<file path="config.mk">
export PLATFORM = sky130hd
export DESIGN_NAME = branch_predictor_ctrl
export DESIGN_NICKNAME = d
export VERILOG_FILES = /design/src/rtl/branch_predictor_ctrl.sv
export SDC_FILE = /design/constraint.sdc
export NUM_CORES = 1
export LEC_CHECK = 0
export CAP_MARGIN = 20
export CORE_ASPECT_RATIO = 0.75
export CORE_MARGIN = 4
export CORE_UTILIZATION = 39
export DETAILED_ROUTE_END_ITERATION = 6
export GPL_TIMING_DRIVEN = 0
export HOLD_SLACK_MARGIN = 0.12
export PLACE_DENSITY = 0.76
export SLEW_MARGIN = 20
export SYNTH_ARGS = -nofsm -noshare
export SYNTH_HDL_FRONTEND = slang
export SYNTH_SLANG_ARGS = --single-unit
</file>
<file path="constraint.sdc">
create_clock -name clk_i -period 2.18 [get_ports clk_i]
set_clock_uncertainty 0.05 [all_clocks]
set_input_delay 0.436 -clock clk_i [delete_from_list [all_inputs] [get_ports clk_i]]
set_output_delay 0.436 -clock clk_i [all_outputs]
set_load 0.01 [all_outputs]
</file>
<file path="src/rtl/branch_predictor_ctrl.sv">
// branch_predictor_ctrl
// Table of 2-bit saturating local branch predictors for the pipelined core.
// Fetch reads a PC-indexed prediction combinationally; execute trains the
// entry of the resolving branch. After reset an init sweep loads every entry
// with weakly-untaken before predictions and updates are honoured.
// Optional build macro: BRANCH_PRED_STATS_EN adds saturating branch and
// misprediction counters (branch_cnt_o, mispredict_cnt_o).

module branch_predictor_ctrl #(
    parameter int IDX_W  = 4,
    parameter int ADDR_W = 32
) (
    input  logic              clk_i,
    input  logic              reset_i,
    input  logic [ADDR_W-1:0] pc_f_i,
    input  logic [ADDR_W-1:0] pc_e_i,
    input  logic              branch_op_e_i,
    input  logic              stall_e_i,
    input  logic              pc_src_res_e_i,
    input  logic              pc_src_pred_e_i,
    output logic              pc_src_pred_f_o,
    output logic              mispredict_e_o,
    output logic              init_busy_o
`ifdef BRANCH_PRED_STATS_EN
    ,
    output logic [31:0]       branch_cnt_o,
    output logic [31:0]       mispredict_cnt_o
`endif
);

    localparam int               DEPTH    = 1 << IDX_W;
    localparam logic [IDX_W-1:0] LAST_IDX = IDX_W'(DEPTH - 1);

    // Counter encoding; the prediction is the counter's upper bit
    localparam logic [1:0] CNT_ST = 2'b11;
    localparam logic [1:0] CNT_WT = 2'b10;
    localparam logic [1:0] CNT_WU = 2'b01;
    localparam logic [1:0] CNT_SU = 2'b00;

    localparam logic [0:0] S_INIT = 1'b0;
    localparam logic [0:0] S_RUN  = 1'b1;

    logic [0:0]       r_state;
    logic [IDX_W-1:0] r_ptr;
    logic [1:0]       r_table [DEPTH];

    logic [IDX_W-1:0] w_idx_f;
    logic [IDX_W-1:0] w_idx_e;
    logic             w_run;
    logic             w_upd;
    logic [1:0]       w_cur_e;
    logic [1:0]       w_next_e;
    logic             w_unused_pc;

    // Word-aligned PCs: drop the byte offset and use the next IDX_W bits
    assign w_idx_f = pc_f_i[IDX_W+1:2];
    assign w_idx_e = pc_e_i[IDX_W+1:2];

    // Upper PC bits and byte offset do not take part in indexing
    assign w_unused_pc = ^{pc_f_i[ADDR_W-1:IDX_W+2], pc_f_i[1:0],
                           pc_e_i[ADDR_W-1:IDX_W+2], pc_e_i[1:0], CNT_WT};

    assign w_run   = (r_state == S_RUN);
    assign w_upd   = w_run & branch_op_e_i & ~stall_e_i;
    assign w_cur_e = r_table[w_idx_e];

    // Reading the table before the write lands gives the pre-update value
    // on a same-index fetch/execute collision
    assign pc_src_pred_f_o = w_run & r_table[w_idx_f][1];
    assign mispredict_e_o  = w_upd & (pc_src_pred_e_i != pc_src_res_e_i);
    assign init_busy_o     = ~w_run;

    // Saturating step of the resolving branch's counter, never wrapping
    always_comb begin
        w_next_e = w_cur_e;
        if (pc_src_res_e_i) begin
            if (w_cur_e != CNT_ST) begin
                w_next_e = w_cur_e + 2'd1;
            end
        end else begin
            if (w_cur_e != CNT_SU) begin
                w_next_e = w_cur_e - 2'd1;
            end
        end
    end

    // Sequencer: reset restarts the sweep, last swept entry hands over to RUN
    always_ff @(posedge clk_i) begin
        if (reset_i) begin
            r_state <= S_INIT;
            r_ptr   <= '0;
        end else if (r_state == S_INIT) begin
            r_ptr <= r_ptr + 1'b1;
            if (r_ptr == LAST_IDX) begin
                r_state <= S_RUN;
            end
        end
    end

    // Table storage: sweep writes WU, RUN trains the resolving entry
    always_ff @(posedge clk_i) begin
        if (!reset_i) begin
            if (r_state == S_INIT) begin
                r_table[r_ptr] <= CNT_WU;
            end else if (w_upd) begin
                r_table[w_idx_e] <= w_next_e;
            end
        end
    end

`ifdef BRANCH_PRED_STATS_EN
    logic [31:0] r_branch_cnt;
    logic [31:0] r_mispredict_cnt;

    // Saturating statistics; upd is never set during the sweep so both hold
    always_ff @(posedge clk_i) begin
        if (reset_i) begin
            r_branch_cnt     <= '0;
            r_mispredict_cnt <= '0;
        end else begin
            if (w_upd && (r_branch_cnt != 32'hFFFF_FFFF)) begin
                r_branch_cnt <= r_branch_cnt + 32'd1;
            end
            if (mispredict_e_o && (r_mispredict_cnt != 32'hFFFF_FFFF)) begin
                r_mispredict_cnt <= r_mispredict_cnt + 32'd1;
            end
        end
    end

    assign branch_cnt_o     = r_branch_cnt;
    assign mispredict_cnt_o = r_mispredict_cnt;
`else
    // Statistics build disabled: no counters or extra ports
`endif

endmodule
</file>
==> results.yml <==
run_status:
  status: "complete, but fails checks"
  violations: "negative setup slack"
sta:
  maxSlewHeadroom_pct: 64.0
  setup_viol: 1
  post-route-period-util_pct: 113
  hold_ws_ns: 0.415
  rsz0062_at_grt: "yes"
  hold_violations: 0
  max_slew.worst_pin.slew_ns: 0.537
  slew_viol_final: 0
  period_needed_ns: 2.46
  fmax_mhz: 407
  fin_ws_ns: -0.278
final_layout:
  utilization_pct: 53.7
  nets: 238
  drive_gt1_share_pct: 38.1
  syn_to_final_growth_pct: 31.9
  num-fill-cells: 382
  antenna-diode-count: 0
  layout_common_cells: "32 x edfxtp_1, 16 x nor2_1, 9 x mux4_2, 9 x buf_4"
  layout_commonest_cell: "edfxtp_1"
critical_path:
  crit_buf_inv: 1
  critPathKind: "flop to output pin"
  cp_max_fo: 2
  worstSetupEndpointType: "output pin"
  cp_top_family: "multiplexers"
  crit_slowest_cell: "mux4_2"
  cp-start-kind: "flop"
  crit_top_cell: "mux4_2"
  slowest_delay_ns: 0.51
  cp.required_ns: 1.69
  worstPathArrival_ns: 1.97
  crit_chain: "mux4_2 > mux4_2 > and2_4 > buf_6"
worst_hold_path:
  hp-class: "primary input to flop"
logic_synthesis:
  synth_seq_area_share_pct: 58.0
  syn-cell-area_um2: 1830
  synthesis.nets: 204
  synth_cell_types: 30
  synthCells: 133
  synth-warning-count: 0
  synth_seq_cells: 37
  syn_avg_cell_area_um2: 13.8
run:
  cap_violations: 0
grt:
  antenna_found_initial: 0
  grt_max_degree: 17
  grt-ovfl-total: 0
  grt_pass1_vias: 1315
  grt_pass1_wl_mm: 6.80
  grt_usage_pct: 16.1
cts:
  cts-root-buf: "clkbuf_8"
  clk_pin_slew_ns: 0.08
  cts_tree: "done"
  h-tree-depth: 2
  cts_buffers: 5
  cts_max_path_buffers: 2
  cts_hold_buf: 0
  insertion_delay_ns: 0.30
  clkSinkCount: 37
die:
  ios: 73
  start_util_pct: 40.7
  fp-row-count: 21
  coreArea_um2: 4490
  die_h_um: 67.3
  die_area_um2: 5870
  die_w_um: 87.1
place:
  io_buffers: 15
  pre_cts_ws_ns: -1.09
  gp_congestion: 0.835
  hpwl_mm: 2.96
detailed_routing:
  postRouteAntennaNets: 0
  routed_wirelength_mm: 4.50
  num_vias: 1293
  wl_per_cell_um: 20.0
  first_pass_iters: 4
  viasPerCell: 5.75
  drt_iter0_drc: 67
  route.detailed.drc: 0
power_and_ir_drop:
  p_total_uw: 1450
  p_per_area_nw_per_um2: 600
  max-vdd-ir-drop_mv: 0.308
  p_leak_uw: 0.000838
==> worst register-to-register path, stage by stage (launching register included) <==
cell and delay [ns]:
edfxtp_1 0.42, buf_4 0.16, mux4_2 0.48, a22oi_2 0.19
nand3_4 0.16, o21ai_4 0.28, a21boi_4 0.13
==> cells by family (layout without fill, tap and decap cells) <==
logic type	after synthesis	in the layout	share of synthesized area, %
buffers and inverters	8	42	2.19
xor gates and xnor gates	4	4	1.91
muxes	16	16	19.3
DFF	37	37	58.0
AOI/OAI and AO/OA	12	13	3.83
adders and majority gates	1	1	0.683
and+or+nand+nor	55	55	14.1
==> final cells by class <==
cell class / instances / area, um2 / share of cell area, %
plain buffers: 5 / 48.8 / 2.02
clock buffers: 5 / 68.8 / 2.85
clock inverters: 3 / 21.3 / 0.881
inverters: 3 / 11.3 / 0.466
multi-input cells: 89 / 888 / 36.8
flip-flops and latches: 37 / 1060 / 43.9
well taps: 57 / 71.3 / 2.95
repair buffers: 26 / 244 / 10.1
==> per-stage QoR <==
| stage | TNS (ns) | area (um2) | cells |
|---|---|---|---|
| floorplan | 0 | 1830 | 133 |
| global placement | -37.17 | 2060 | 205 |
| detailed placement | -41.16 | 2060 | 205 |
| CTS | -0.289 | 2340 | 223 |
| global route | -1.62 | 2410 | 225 |
| finish | -0.278 | 2410 | 225 |
==> cell usage after synthesis <==
cell type,instances,area (um2)
a21oi_1,4,20.0
mux2i_1,2,20.0
ha_1,1,12.5
mux2_2,1,11.3
o21ai_1,2,10.0
mux4_1,8,210
nand2_1,11,41.3
a21boi_1,1,7.51
and2_1,1,6.26
a31oi_1,4,25.0
edfxtp_1,32,961
nor3b_1,3,22.5
nand4b_1,1,8.76
inv_1,3,11.3
nor2_1,27,101
buf_2,2,10.0
a22oi_1,1,7.51
clkbuf_1,2,7.51
mux4_2,5,113
dfxtp_1,5,100
nor3_1,1,5.00
and4_1,1,8.76
xnor2_1,2,17.5
xor2_1,2,17.5
nand3b_1,1,7.51
buf_6,1,11.3
nand3_1,3,15.0
nand4_1,2,12.5
nor2b_1,3,18.8
nand3_2,1,10.0
==> path summary, 6_finish.rpt <==
check,from,to,slack (ns),cells after the start
worst max-delay path,r_table[15][1]$_DFFE_PP_,pc_src_pred_f_o,-0.28,4
worst min-delay path,reset_i,r_ptr[2]$_SDFFE_PP0N_,0.41,2
worst max register to register,r_table[9][1]$_DFFE_PP_,r_table[14][1]$_DFFE_PP_,0.04,6
worst min register to register,r_ptr[3]$_SDFFE_PP0N_,r_state$_SDFF_PP0_,0.49,2
==> repair_timing <==
item | 4_1_cts | 5_1_grt
pin swaps | 9 | 9
endpoints found under the setup margin | 48 | 57
resized for setup | 48 | 15
endpoints found under the hold margin | 0 | 0
cloned | 1 | 0
buffers inserted | 9 | 4
==> power breakdown <==
part | internal, uW | switching [uW] | leakage [uW] | total [uW]
Clock | 227 | 264 | 0.0000445 | 491
Sequential | 768 | 11.8 | 0.000359 | 780
Combinational | 82.6 | 95.0 | 0.000434 | 178
==> routing by layer <==
metal / wire [um] / global-route usage (%) / vias up
li1: - / - / 585
met1: 1950 / 19.8 / 650
met2: 2120 / 27.0 / 49
met3: 339 / 5.61 / 9
met4: 90 / 4.98 / 0
met5: 0 / 0 / -
==> flip-flops by register name (all words and copies together), names as in the netlist <==
name	count
r_state	1
r_table	32
r_ptr	4
Note: power is estimated with default switching activity, not from simulation.
